$ cat src/rtl/gpio_link.sv
// Half-duplex framed serial message link: MSB-first, source-synchronous sclk/data/frame.
// Transmits one MSG_BITS message on request, or receives one frame from the synchronised inputs.
module gpio_link #(
    parameter int MSG_BITS = 128,
    parameter int DIV      = 25
) (
    input  logic                clock,
    input  logic                RESETN,
    input  logic                mode,
    input  logic                send,
    input  logic [MSG_BITS-1:0] message_in,
    output logic                busy,
    output logic                done,
    output logic                err,
    output logic [MSG_BITS-1:0] message_out,
    output logic                link_sclk_o,
    output logic                link_data_o,
    output logic                link_frame_o,
    input  logic                link_sclk_i,
    input  logic                link_data_i,
    input  logic                link_frame_i
);

    localparam int CW = $clog2(MSG_BITS + 2);
    localparam int DW = $clog2(DIV);

    typedef enum logic [1:0] {IDLE, TX_LOW, TX_HIGH, RX_SHIFT} state_t;

    state_t              r_state, w_state_nxt;
    logic [MSG_BITS-1:0] r_shift, w_rx_shift;
    logic [CW-1:0]       r_cnt, w_rx_cnt, w_tx_cnt;
    logic [DW-1:0]       r_div;
    logic                r_done, r_err, w_done_nxt, w_err_nxt, w_load_msg;
    logic                w_div_end, w_accept, w_rx_start;

    logic r_sclk_s1, r_sclk_s2, r_sclk_s3;
    logic r_frame_s1, r_frame_s2, r_frame_s3;
    logic r_data_s1, r_data_s2, r_data_e;
    logic r_sclk_rise, r_frame_rise, r_frame_fall;

    // Two sync flops, one history flop, then a registered edge pulse; data rides alongside sclk.
    always_ff @(posedge clock or negedge RESETN) begin
        if (!RESETN) begin
            {r_sclk_s1, r_sclk_s2, r_sclk_s3}    <= '0;
            {r_frame_s1, r_frame_s2, r_frame_s3} <= '0;
            {r_data_s1, r_data_s2, r_data_e}     <= '0;
            {r_sclk_rise, r_frame_rise, r_frame_fall} <= '0;
        end else begin
            r_sclk_s1    <= link_sclk_i;
            r_sclk_s2    <= r_sclk_s1;
            r_sclk_s3    <= r_sclk_s2;
            r_frame_s1   <= link_frame_i;
            r_frame_s2   <= r_frame_s1;
            r_frame_s3   <= r_frame_s2;
            r_data_s1    <= link_data_i;
            r_data_s2    <= r_data_s1;
            r_data_e     <= r_data_s2;
            r_sclk_rise  <= r_sclk_s2 & ~r_sclk_s3;
            r_frame_rise <= r_frame_s2 & ~r_frame_s3;
            r_frame_fall <= ~r_frame_s2 & r_frame_s3;
        end
    end

    assign w_div_end  = (r_div == DW'(DIV - 1));
    assign w_tx_cnt   = r_cnt + CW'(1);
    assign w_accept   = mode & send;
    assign w_rx_start = ~mode & r_frame_rise;

    // Receive datapath view including this cycle's bit, so a coincident frame fall counts it.
    always_comb begin
        w_rx_shift = r_shift;
        w_rx_cnt   = r_cnt;
        if (r_sclk_rise) begin
            if (r_cnt < CW'(MSG_BITS))
                w_rx_shift = {r_shift[MSG_BITS-2:0], r_data_e};
            if (r_cnt <= CW'(MSG_BITS))
                w_rx_cnt = r_cnt + CW'(1);
        end
    end

    always_comb begin
        w_state_nxt = r_state;
        w_done_nxt  = 1'b0;
        w_err_nxt   = 1'b0;
        w_load_msg  = 1'b0;
        case (r_state)
            IDLE: begin
                if (w_accept)
                    w_state_nxt = TX_LOW;
                else if (w_rx_start)
                    w_state_nxt = RX_SHIFT;
            end
            TX_LOW: begin
                if (w_div_end)
                    w_state_nxt = TX_HIGH;
            end
            TX_HIGH: begin
                if (w_div_end) begin
                    if (w_tx_cnt == CW'(MSG_BITS)) begin
                        w_state_nxt = IDLE;
                        w_done_nxt  = 1'b1;
                    end else begin
                        w_state_nxt = TX_LOW;
                    end
                end
            end
            RX_SHIFT: begin
                if (r_frame_fall) begin
                    w_state_nxt = IDLE;
                    if (w_rx_cnt == CW'(MSG_BITS)) begin
                        w_done_nxt = 1'b1;
                        w_load_msg = 1'b1;
                    end else begin
                        w_err_nxt = 1'b1;
                    end
                end
            end
            default: w_state_nxt = IDLE;
        endcase
    end

    always_ff @(posedge clock or negedge RESETN) begin
        if (!RESETN) begin
            r_state     <= IDLE;
            r_done      <= 1'b0;
            r_err       <= 1'b0;
            message_out <= '0;
        end else begin
            r_state <= w_state_nxt;
            r_done  <= w_done_nxt;
            r_err   <= w_err_nxt;
            if (w_load_msg)
                message_out <= w_rx_shift;
        end
    end

    always_ff @(posedge clock or negedge RESETN) begin
        if (!RESETN) begin
            r_shift <= '0;
            r_cnt   <= '0;
            r_div   <= '0;
        end else begin
            if (r_state == TX_LOW || r_state == TX_HIGH)
                r_div <= w_div_end ? '0 : r_div + DW'(1);
            else
                r_div <= '0;
            case (r_state)
                IDLE: begin
                    if (w_accept) begin
                        r_shift <= message_in;
                        r_cnt   <= '0;
                    end else if (w_rx_start) begin
                        r_cnt   <= '0;
                    end
                end
                TX_HIGH: begin
                    if (w_div_end) begin
                        r_shift <= r_shift << 1;
                        r_cnt   <= w_tx_cnt;
                    end
                end
                RX_SHIFT: begin
                    r_shift <= w_rx_shift;
                    r_cnt   <= w_rx_cnt;
                end
                default: ;
            endcase
        end
    end

    assign busy         = (r_state != IDLE);
    assign done         = r_done;
    assign err          = r_err;
    assign link_frame_o = (r_state == TX_LOW) || (r_state == TX_HIGH);
    assign link_sclk_o  = (r_state == TX_HIGH);
    assign link_data_o  = link_frame_o & r_shift[MSG_BITS-1];

endmodule

$ cat config.mk
export PLATFORM = sky130hd
export DESIGN_NAME = gpio_link
export DESIGN_NICKNAME = d
export VERILOG_FILES = /design/src/rtl/gpio_link.sv
export SDC_FILE = /design/constraint.sdc
export NUM_CORES = 1
export LEC_CHECK = 0
export BUFFER_PORTS_ARGS = -buffer_cell sky130_fd_sc_hd__buf_2
export CELL_PAD_IN_SITES_DETAIL_PLACEMENT = 1
export CELL_PAD_IN_SITES_GLOBAL_PLACEMENT = 2
export CORE_ASPECT_RATIO = 2
export CORE_MARGIN = 5
export CORE_UTILIZATION = 35
export DETAILED_ROUTE_END_ITERATION = 6
export MAX_ROUTING_LAYER = met4
export PLACE_DENSITY_LB_ADDON = 0.05
export SLEW_MARGIN = 25
export SYNTH_ARGS = -nofsm -noshare
export SYNTH_HDL_FRONTEND = slang
export SYNTH_SLANG_ARGS = --single-unit
$ cat constraint.sdc
create_clock -name clock -period 6.7 [get_ports clock]
set_input_delay 1.005 -clock clock [delete_from_list [all_inputs] [get_ports clock]]
set_output_delay 1.005 -clock clock [all_outputs]
set_load 0.01 [all_outputs]
==> metrics.log <==
INFO  metric hpwlAfterDp = 29440 microns
INFO  metric global_route_total_overflow = 0
INFO  metric report.final.hold_viol_count = 0
INFO  metric slew_headroom = 30.70%
INFO  metric worst_skew_pair.late_latency = 0.59 ns
INFO  metric power_density = 210.4 nW/um^2
INFO  metric synth_enable_flop_cells = 0
INFO  metric worst-slew-pin-transition = 1.039 ns
INFO  metric die_height = 299.0 microns
INFO  metric cts_max_level = 1
INFO  metric layout-area-overhead-vs-synth = 17.91%
INFO  metric placement_rows = 106
INFO  metric grt_pass1_vias = 13340
INFO  metric grt_usage = 20.54%
INFO  metric r2r_setup_slack = 3.20 ns
INFO  metric min-delay-path-class = input port to asynchronous set/reset pin
INFO  metric design_area = 17230 sq um
INFO  metric final.setup_skew = 0.03308 ns
INFO  metric status = finished, final reports clean
INFO  metric global_route_wire_length_before_repair = 75620 microns
INFO  metric synth_fp_nets = 1709
INFO  metric timing_max_transition_violations_final = 0
INFO  metric mappedNetlistArea = 14620 sq um
INFO  metric synth_compound_gate_area_share = 14.31%
INFO  metric synth.avg_cell_area = 9.339 sq um
INFO  metric setup-tns-final = 0 ns
INFO  metric design.portCount = 269
INFO  metric power.total = 3.626 mW
INFO  metric post-cts-setup-buffers = 0
INFO  metric fill_cells = 4826
INFO  metric clock_transition_at_the_register_clock_pins_on_the_worst_setup_and_hold_paths_after_cts = 0.06 ns
INFO  metric synth_seq_cells = 285
INFO  metric synth.yosys.warnings = 0
INFO  metric critical_path.max_fanout = 71
INFO  metric synth_top_family_by_area = simple AND/OR/NAND/NOR gates
INFO  metric area_of_the_multi_input_gates = 6833 sq um
INFO  metric xor_xnor_cell_area_share_of_the_yosys_netlist = 0.2996%
INFO  metric fin_ws = 2.651 ns
INFO  metric dominantRegCellSynth = sky130_fd_sc_hd__dfrtp_1
INFO  metric achievable-frequency = 0.2470 GHz
INFO  metric cts_resized = 0
INFO  metric max_cap_viol_count = 0
INFO  metric drtPass1Iterations = 4
INFO  metric gp_routability_congestion = 0.8133
INFO  metric layout-drive-gt1-share = 25.69%
INFO  metric antenna_found_initial = 5
INFO  metric hold-worst-slack = 0.3097 ns
INFO  metric grt_max_degree = 258
INFO  metric finalCritPeriodShare = 60.44%
INFO  metric post_synthesis_instance_total = 1565
INFO  metric share_of_cell_area_taken_by_muxes_after_synthesis = 12.51%
INFO  metric place_worst_setup_slack = 3.126 ns
INFO  metric seqCellArea = 7132 sq um
INFO  metric fraction_of_registers_with_async_set_reset = 100.0%
INFO  metric design.die.area = 46190 sq um
INFO  metric instance_area_after_placement = 16180 sq um
INFO  metric die_width = 154.5 microns
INFO  metric core_region_area = 41510 sq um
INFO  metric total_leakage_power = 8.983 nW
INFO  metric vdd_ir_drop_max = 192.6 uV
INFO  metric hold_fix_buffers_at_cts = 0
INFO  metric root_driver = sky130_fd_sc_hd__clkbuf_16
INFO  metric drc = 0
INFO  metric path_class = register to output pin
INFO  metric average_wire_length_per_cell_after_detail_routing = 20.36 microns
INFO  metric timing.final.crit_period = 4.049 ns
INFO  metric route.final.wire_length = 47260 microns
INFO  metric synth_sequential_area_ratio = 48.80%
INFO  metric routed-via-count = 12440
INFO  metric finalSetupViolCount = 0
INFO  metric yosys.area_share.simple = 18.48%
INFO  metric cp.required = 5.69 ns
INFO  metric synth_top_area_share = 48.80%
INFO  metric cts_tree = built
INFO  metric ys_types = 48
INFO  metric fin_nets = 1903
INFO  metric critPathCaptureType = output pin
INFO  metric setup.worst_path.start_class = register
INFO  metric cts_num_sinks = 285
INFO  metric cts_made_buffers = 31
INFO  metric ant_nets = 0
INFO  metric post_synth_most_frequent_cells = 521 x sky130_fd_sc_hd__nand2_1, 285 x sky130_fd_sc_hd__dfrtp_1, 141 x sky130_fd_sc_hd__nor2_1
INFO  metric adder_cell_fraction_of_synth_area = 0.7705%
INFO  metric numPortBuffers = 268
INFO  metric rsz0062_at_grt = no
INFO  metric floorplan.initialDensity = 35.21%
INFO  metric synth_largest_area_cell = sky130_fd_sc_hd__dfrtp_1
INFO  metric post_dr_vias_cell = 5.360
INFO  metric yosysMostFrequentCell = sky130_fd_sc_hd__nand2_1
INFO  metric worst_ep_arrival_time = 3.04 ns
INFO  metric clockBufferDepth = 3
INFO  metric synth_top_area_cells = sky130_fd_sc_hd__dfrtp_1 49%, sky130_fd_sc_hd__nand2_1 13%, sky130_fd_sc_hd__mux2_4 10%, sky130_fd_sc_hd__a22oi_1 6.6%, sky130_fd_sc_hd__a31oi_1 5.6%
INFO  metric dr.first_iter.drc_count = 599
-- logic make-up (layout without fill, tap and decap cells) --
logic type | count (synthesis) | after routing
simple gates | 695 | 695
flops | 285 | 285
mux | 129 | 129
buf+inv | 134 | 344
other cells | 0 | 6
fa+ha+maj | 9 | 9
xor+xnor | 5 | 5
compound gates | 308 | 308
-- flip-flops by register name, indices dropped and copies added, names as in the netlist, 2 cells and up --
name / flops
r_div: 5
r_shift: 128
r_state: 2
message_out: 128
r_cnt: 8
-- cell usage in the layout, fill, tap and decap left out, types with 17 or more instances in the layout --
| cell type | n |
|---|---|
| sky130_fd_sc_hd__a21oi_1 | 17 |
| sky130_fd_sc_hd__a22oi_1 | 129 |
| sky130_fd_sc_hd__a31oi_1 | 131 |
| sky130_fd_sc_hd__buf_2 | 267 |
| sky130_fd_sc_hd__clkbuf_16 | 31 |
| sky130_fd_sc_hd__dfrtp_1 | 285 |
| sky130_fd_sc_hd__mux2_2 | 19 |
| sky130_fd_sc_hd__mux2_4 | 100 |
| sky130_fd_sc_hd__nand2_1 | 521 |
| sky130_fd_sc_hd__nor2_1 | 140 |
-- metrics by stage --
| stage | utilization, % | std cells |
|---|---|---|
| 3_3_place_gp | 38.97 | 2265 |
| 6_report | 41.51 | 2321 |
| 5_1_grt | 41.51 | 2320 |
| 2_1_floorplan | - | 1565 |
| 4_1_cts | 41.40 | 2314 |
| 3_5_place_dp | 38.97 | 2265 |
-- routing by layer --
metal	share of wire, %	up-vias	global-route usage (%)	wire, microns
met4	2.4	0	5.830	1119
met2	49	280	33.44	23150
li1	-	5777	-	-
met3	4.7	58	3.101	2211
met5	0	-	-	0
met1	44	6325	26.67	20770
-- where the power goes --
| part | switching (mW) | internal, mW | total [mW] |
|---|---|---|---|
| Combinational | 0.0898 | 0.0343 | 0.124 |
| Sequential | 0.00174 | 1.72 | 1.73 |
| Clock | 0.739 | 1.04 | 1.78 |
| Total | 0.830 | 2.80 | 3.63 |
-- critical path: stages (launching register included) --
cell                      delay (ns)
sky130_fd_sc_hd__dfrtp_1        0.43
sky130_fd_sc_hd__inv_1          0.16
sky130_fd_sc_hd__ha_4           0.78
sky130_fd_sc_hd__buf_4          0.78
sky130_fd_sc_hd__buf_2          0.27
-- worst paths after layout --
path                                   from              end  depth (start not counted)
max in group asynchronous            RESETN      r_shift[90]                          2
worst min-delay path                 RESETN      r_shift[31]                          1
worst min register to register    r_data_s2         r_data_e                          0
worst max-delay path             r_state[0]      link_sclk_o                          4
worst max register to register  r_sclk_rise  message_out[49]                          8
min in group clock                r_data_s2         r_data_e                          0
-- area by class of cell --
cell class	count	area share, %
inverters	13	0.2832
repair buffers	282	8.807
well taps	540	3.921
clock inverters	10	0.9584
multi-input cells	1146	39.65
flip-flops and latches	285	41.39
clock buffers	39	4.908
diodes	6	0.08713
Note: power is estimated with default switching activity, not from simulation.
